File: config.mk
export PLATFORM = sky130hd
export DESIGN_NAME = memory_block_server
export DESIGN_NICKNAME = d
export VERILOG_FILES = /design/src/rtl/cache_pkg.sv /design/src/rtl/memory_block_server.sv
export SDC_FILE = /design/constraint.sdc
export NUM_CORES = 1
export LEC_CHECK = 0
export CAP_MARGIN = 40
export CORE_AREA = 2 2 454 456
export CTS_CLUSTER_DIAMETER = 40
export CTS_CLUSTER_SIZE = 16
export DETAILED_ROUTE_END_ITERATION = 8
export DIE_AREA = 0 0 456 458
export PLACE_DENSITY_LB_ADDON = 0.15
export SYNTH_ARGS = -nofsm -noshare
export SYNTH_HDL_FRONTEND = slang
export SYNTH_SLANG_ARGS = --single-unit
File: constraint.sdc
create_clock -name clock_i -period 3.1 [get_ports clock_i]
set_clock_uncertainty 0.2 [all_clocks]
set_input_delay 0.465 -clock clock_i [delete_from_list [all_inputs] [get_ports clock_i]]
set_output_delay 0.465 -clock clock_i [all_outputs]
set_load 0.02 [all_outputs]
File: src/rtl/cache_pkg.sv
// Shared command codes, FSM encoding and sizing helper for the block server.
package cache_pkg;

  localparam logic [2:0] CMD_READ_BLOCK  = 3'd1;
  localparam logic [2:0] CMD_WRITE_BLOCK = 3'd2;
  localparam logic [2:0] CMD_FILL_BLOCK  = 3'd3;

  typedef enum logic [2:0] {
    IDLE        = 3'd0,
    WRITE_WORDS = 3'd1,
    READ_ISSUE  = 3'd2,
    READ_WAIT   = 3'd3,
    RESPOND     = 3'd4
  } state_t;

  function automatic int CLOG2(input int value);
    int r;
    r = 0;
    for (int v = value - 1; v > 0; v = v >> 1) r++;
    return r;
  endfunction

endpackage

File: src/rtl/memory_block_server.sv
// Serialises one block read/write-back into word transactions; write takes 1 cycle/word, read 2 cycles/word + respond.
// Back-pressure: req_full_o high outside IDLE; words held until mem_ready_i; fill held while rsp_full_i.
module memory_block_server
  import cache_pkg::*;
#(
  parameter int BW_USED_ADDR_WORD     = 24,
  parameter int BW_DATA_WORD          = 32,
  parameter int BW_DATA_EXTERNAL_BUS  = 512,
  parameter int BW_CACHE_COMMAND      = 3,
  parameter int CACHE_WORDS_PER_BLOCK = 16
) (
  input  logic                            clock_i,
  input  logic                            reset_i,

  input  logic                            req_write_i,
  input  logic [BW_CACHE_COMMAND-1:0]     req_command_i,
  input  logic [BW_USED_ADDR_WORD-1:0]    req_addr_i,
  input  logic [BW_DATA_EXTERNAL_BUS-1:0] req_data_i,
  output logic                            req_full_o,

  output logic                            rsp_write_o,
  output logic [BW_CACHE_COMMAND-1:0]     rsp_command_o,
  output logic [BW_USED_ADDR_WORD-1:0]    rsp_addr_o,
  output logic [BW_DATA_EXTERNAL_BUS-1:0] rsp_data_o,
  input  logic                            rsp_full_i,

  output logic                            mem_request_o,
  output logic                            mem_wren_o,
  output logic [BW_USED_ADDR_WORD-1:0]    mem_addr_o,
  output logic [BW_DATA_WORD-1:0]         mem_data_o,
  input  logic                            mem_ready_i,
  input  logic                            mem_valid_i,
  input  logic [BW_DATA_WORD-1:0]         mem_data_i
);

  localparam int BW_CNT = CLOG2(CACHE_WORDS_PER_BLOCK);
  localparam logic [BW_CNT-1:0] LAST_WORD = BW_CNT'(CACHE_WORDS_PER_BLOCK - 1);
  localparam logic [BW_USED_ADDR_WORD-1:0] OFFSET_MASK =
    BW_USED_ADDR_WORD'(CACHE_WORDS_PER_BLOCK - 1);

  state_t                                         state;
  logic [BW_CNT-1:0]                              word_cnt;
  logic [BW_USED_ADDR_WORD-1:0]                   base_addr;
  logic [BW_CACHE_COMMAND-1:0]                    rsp_command;
  // One line register: write-back source on the way out, fill assembly on the way in.
  logic [CACHE_WORDS_PER_BLOCK-1:0][BW_DATA_WORD-1:0] line;

  always_ff @(posedge clock_i) begin
    if (reset_i) begin
      state       <= IDLE;
      word_cnt    <= '0;
      base_addr   <= '0;
      rsp_command <= '0;
      line        <= '0;
    end else begin
      case (state)
        IDLE: begin
          if (req_write_i) begin
            base_addr <= req_addr_i & ~OFFSET_MASK;
            line      <= req_data_i;
            word_cnt  <= '0;
            if (req_command_i == BW_CACHE_COMMAND'(CMD_WRITE_BLOCK))
              state <= WRITE_WORDS;
            else if (req_command_i == BW_CACHE_COMMAND'(CMD_READ_BLOCK))
              state <= READ_ISSUE;
          end
        end
        WRITE_WORDS: begin
          if (mem_ready_i) begin
            word_cnt <= word_cnt + 1'b1;
            if (word_cnt == LAST_WORD) state <= IDLE;
          end
        end
        READ_ISSUE: begin
          if (mem_ready_i) state <= READ_WAIT;
        end
        READ_WAIT: begin
          if (mem_valid_i) begin
            line[word_cnt] <= mem_data_i;
            if (word_cnt == LAST_WORD) begin
              state       <= RESPOND;
              rsp_command <= BW_CACHE_COMMAND'(CMD_FILL_BLOCK);
            end else begin
              word_cnt <= word_cnt + 1'b1;
              state    <= READ_ISSUE;
            end
          end
        end
        RESPOND: begin
          if (!rsp_full_i) begin
            state       <= IDLE;
            rsp_command <= '0;
          end
        end
        default: state <= IDLE;
      endcase
    end
  end

  assign req_full_o    = (state != IDLE);
  assign mem_request_o = (state == WRITE_WORDS) || (state == READ_ISSUE);
  assign mem_wren_o    = (state == WRITE_WORDS);
  assign mem_addr_o    = base_addr | BW_USED_ADDR_WORD'(word_cnt);
  assign mem_data_o    = line[word_cnt];

  assign rsp_write_o   = (state == RESPOND) && !rsp_full_i;
  assign rsp_command_o = rsp_command;
  assign rsp_addr_o    = base_addr;
  assign rsp_data_o    = line;

endmodule

Yosys cells after proc, flatten, opt, wreduce, memory -nomap -nowiden:

Index checks and enable logic that the tools add are counted.

* reduce and logical (&&, ||, !) cells: 14
* eq/ne operators: 16
* $add $sub $neg: 1
* magnitude comparators: 2
* bitwise operators: 1
* multiplexer cells: 26

Operators with widths (number)
* 512-bit 2-to-1 mux: 2
* 512-bit one-hot mux with 2 select lines: 1
* 512-bit bitwise mux: 1
* 32-bit binary-select mux with 4-bit select: 1
* 32-bit demux with 4-bit select: 1
* 32-bit 2-to-1 mux: 2
* 3-bit 2-to-1 mux: 11
* 24-bit by 4-bit bitwise OR with 24-bit output: 1
* 4-bit 2-to-1 mux: 4
* 3-bit one-hot mux with 5 select lines: 1
* 2-bit inequality test (second input constant): 6
* 4-bit one-hot mux with 3 select lines: 1
* 3-bit by 2-bit == test with 1-bit output (second input constant): 3
* 7-bit AND reduction: 1
* 3-bit by 1-bit == test with 1-bit output (second input constant): 2
* 3-bit one-hot mux with 2 select lines: 1
* 3-bit nonzero test: 2
* 4-bit by 5-bit < comparator with 1-bit output (second input constant): 1
* 5-bit AND reduction: 1
* 4-bit by 1-bit adder with 4-bit output (second input constant): 1
* 4-bit == test (second input constant): 1
* 4-bit by 1-bit >= comparator with 1-bit output (second input constant): 1
* 2-bit by 1-bit inequality test with 1-bit output (second input constant): 2
* 4-bit AND reduction: 1
* other kinds (9): 11

* input port bits: 577
* register bits: 542
* output and inout bits: 599

Longest topological paths before layout:

* depth after elaboration: 7
* gate-level depth with buffers: 11

Worst setup path after synthesis:

Ideal clock, no wire load.

* kind: reg-to-output
* from: register word_cnt[0]
* to: output mem_data_o[10]
* arrival: 2.294 ns
* path buffers: 4
* slack: 0.141 ns
* stages on the path, launching flop included: 7
* cell sequence: dfxtp_1 clkbuf_1 buf_4 buf_2 buf_1 mux4_2 mux4_2

* cells in the longest elaborated chain, start to end: 2

RTL lines
* from (decl): line memory_block_server.sv:42 `logic [BW_CNT-1:0] word_cnt;`
* from (signal assigned): line memory_block_server.sv:70 `word_cnt <= word_cnt + 1'b1;`
* from (signal assigned): line memory_block_server.sv:84 `word_cnt <= word_cnt + 1'b1;`
* 32-bit binary-select mux with 4-bit select: line memory_block_server.sv:104 `assign mem_data_o = line[word_cnt];`
* 32-bit 2-to-1 mux (not written as such): line memory_block_server.sv:104
* to (decl): line memory_block_server.sv:30 `output logic [BW_DATA_WORD-1:0] mem_data_o,`

Every way passes these cells. The select of a mux whose other input is x is not followed.

Worst setup path after layout:

* from: register word_cnt[0]
* to: output mem_data_o[31]

The elaborated chain is that of the path after synthesis.

==> flow_metrics.env <==
export IMPL_htree_levels=4
export IMPL_reg2reg_slack_ns=0.30
export IMPL_rsz0062_at_grt="true"
export IMPL_wl_um=244000
export IMPL_firstDrtPassIters=7
export IMPL_start_kind="flop"
export IMPL_cts_sinks=540
export IMPL_synthFlopType="dfxtp_1"
export IMPL_grt_start_max_net_pins=100
export IMPL_yosysWarnings=0
export IMPL_crit_fanout=5
export IMPL_hold_class="in2reg"
export IMPL_grt_util_met3_pct=5.36
export IMPL_clockBufferDepth=3
export IMPL_finalMaxSlewViolations=0
export IMPL_place_hpwl_um=186000
export IMPL_place_gp_congestion=0.868
export IMPL_place_area_um2=42700
export IMPL_fin_ws_ns=-0.614
export IMPL_synth_top_cell_area_share_pct=40.4
export IMPL_synth_compound_area_share_pct=32.8
export IMPL_netlist_instances=2837
export IMPL_hold_violations=0
export IMPL_fp_dieH_um=458
export IMPL_p_leak_nw=17.2
export IMPL_layout_nets=4596
export IMPL_synth_top_family_by_area="compound AO/OA/AOI/OAI gates"
export IMPL_synth_simple_gate_area_share_pct=3.98
export IMPL_slew_headroom_pct=42.5
export IMPL_port_buffers=1166
export IMPL_ys_seq_elements=540
export IMPL_core_um2=204000
export IMPL_syn2layout_area_growth_pct=83.5
export IMPL_async_flop_share_pct=0
export IMPL_path_clk_slew_ns=0.04
export IMPL_grt_use_total_pct=22.5
export IMPL_rows=166
export IMPL_synthMuxAreaShare_pct=13.6
export IMPL_fin_crit_sh_pct=120
export IMPL_use_met2_pct=40.2
export IMPL_grt_pass1_wl_um=318000
export IMPL_first_global_vias=31668
export IMPL_wire_per_inst_um=35.6
export IMPL_netlist_area_um2=26700
export IMPL_synthXorXnorAreaFrac_pct=0.0655
export IMPL_die_w_um=456
export IMPL_drive_gt1_share_pct=19.8
export IMPL_overflow=0
export IMPL_criticalPathCategory="reg2out"
export IMPL_violations="negative setup slack"
export IMPL_busiest_layer="met2"
export IMPL_synth_area_top_cells="dfxtp_1 (40%), mux4_2 (13%), o22ai_1 (12%)"
export IMPL_tightest_slew_ns=0.863
export IMPL_synth_top_cell_by_area="dfxtp_1"
export IMPL_max_cap_viol_count=0
export IMPL_routed_via_density=4.61
export IMPL_die_area_um2=209000
export IMPL_ant_nets=0
export IMPL_fillers=21966
export IMPL_ios=1176
export IMPL_critPathRequiredTime_ns=2.43
export IMPL_setup_viol=32
export IMPL_final_cells=6870
export IMPL_yosysSeqAreaShare_pct=40.4
export IMPL_design_area_um2=49100
export IMPL_finalPower_mw=33.4
export IMPL_tritoncts="built"
export IMPL_start_util_pct=13.1
export IMPL_num_vias=31648
export IMPL_max_freq_mhz=269
export IMPL_power_density_nw_per_um2=681
export IMPL_status="finished, violations left"
export IMPL_crit_path_end_kind="output port"
export IMPL_drt_iter0_markers=2333
export IMPL_cts_buffers=160
export IMPL_synth_adder_area_share_pct=0.187
export IMPL_synth_distinct_cells=50
export IMPL_worstPathArrival_ns=3.05
export IMPL_synth_edf_count=0
export IMPL_final_min_clock_period_ns=3.71
export IMPL_final_setup_tns_ns=-16.60
export IMPL_worstSkewPairLatency_ns=0.80
export IMPL_avgSynthCellArea_um2=9.42
export IMPL_drc=0
export IMPL_cts_root_buf="clkbuf_16"
export IMPL_dp_cells=6492
export IMPL_ir_drop_v=0.000578
export IMPL_grt_antenna_before_repair=47
export IMPL_met1_usage_pct=25.7
==> cell usage after synthesis (42+ instances only) <==
cell / count
o21ai_1: 261
o22ai_1: 513
a221oi_1: 119
buf_2: 80
clkbuf_1: 242
a211oi_1: 69
nand2_1: 46
a211oi_2: 60
nor2_1: 136
buf_1: 42
buf_4: 46
mux4_2: 160
dfxtp_1: 540
a21oi_1: 281
inv_1: 134
==> path summary, 6_finish.rpt <==
check | from | end | depth (start not counted)
max reg2reg | word_cnt[1] | rsp_data_o[101] | 8
max | word_cnt[0] | mem_data_o[31] | 7
min | req_addr_i[18] | rsp_addr_o[18] | 3
min reg2reg | rsp_addr_o[10] | rsp_addr_o[10] | 2
==> flip-flops by register name, summed over array words and instances (netlist names) <==
name	count
word_cnt	4
state	3
rsp_data_o	512
rsp_command_o	1
rsp_addr_o	20
==> critical path, stage by stage (launching register included) <==
cell and delay, ns:
dfxtp_4 0.36, buf_12 0.16, buf_16 0.14, buf_12 0.13, buf_8 0.11, mux4_2 0.64
mux4_2 0.51, buf_6 0.16
==> through the flow <==
stage                     setup slack (ns)  hold WS (ns)  utilization, %
after floorplan                      0.141         0.343               -
after global placement              -0.213         0.262            20.9
after detailed placement            -0.213         0.268            20.9
after CTS                           -0.754        0.0329            24.0
after global routing                -0.696        0.0971            24.1
final                               -0.614         0.130            24.1
==> placed cells by master (no fill, tap or decap), types with 7 or more instances in the layout <==
cell type	n
nand3_2	9
diode_2	37
clkbuf_8	30
buf_4	147
nor2_1	135
nand3b_1	8
mux4_2	160
buf_6	30
nand3_4	8
clkbuf_1	29
a221oi_4	12
a221oi_2	10
o22ai_1	513
buf_12	79
buf_8	9
bufinv_16	19
a21oi_1	281
clkbuf_16	162
a221oi_1	119
o21ai_1	257
inv_1	133
buf_16	7
nand2_1	46
dlygate4sd3_1	19
clkdlybuf4s50_1	1128
a211oi_1	69
clkinv_2	34
a211oi_2	60
dfxtp_1	533
==> logic make-up (layout without fill, tap and decap cells) <==
family,Yosys count,after routing
AO/OA/AOI/OAI,1338,1338
buffers and inverters,551,1855
flip-flops,540,540
AND/OR/NAND/NOR,239,239
multiplexers,162,162
adder cells (fa/ha/maj),4,4
XOR/XNOR,2,2
other,1,42
==> layout make-up <==
cell class | count | area, um2 | share of cell area, %
diodes | 37 | 92.6 | 0.189
clock buffers | 221 | 4580 | 9.33
clock inverters | 71 | 1020 | 2.09
inverters | 134 | 510 | 1.04
multi-input cells | 1750 | 13800 | 28.1
flip-flops and latches | 540 | 10800 | 22.1
well taps | 2688 | 3360 | 6.85
repair buffers | 1429 | 14900 | 30.4
==> report_power, final <==
part | switching, mW | internal, mW | leakage, nW | total, mW
Combinational | 4.24 | 3.27 | 9.94 | 7.51
Clock | 5.52 | 11.8 | 2.77 | 17.3
Sequential | 0.873 | 7.72 | 4.49 | 8.60
==> layer usage <==
metal,routed length (um),share of wire (%),up-vias
met3,14800,6.0,329
met1,95100,39,16454
li1,-,-,13491
met4,9080,3.7,4
met5,24,0.0098,-
met2,125000,51,1370
==> what timing repair did <==
item | CTS | global route
hold buffers | 19 | 0
setup endpoints to repair | 39 | 33
hold endpoints to repair | 32 | 0
gates cloned | 4 | 0
resized for setup | 152 | 24
setup buffers | 29 | 4
Note: power is estimated with default switching activity, not from simulation.
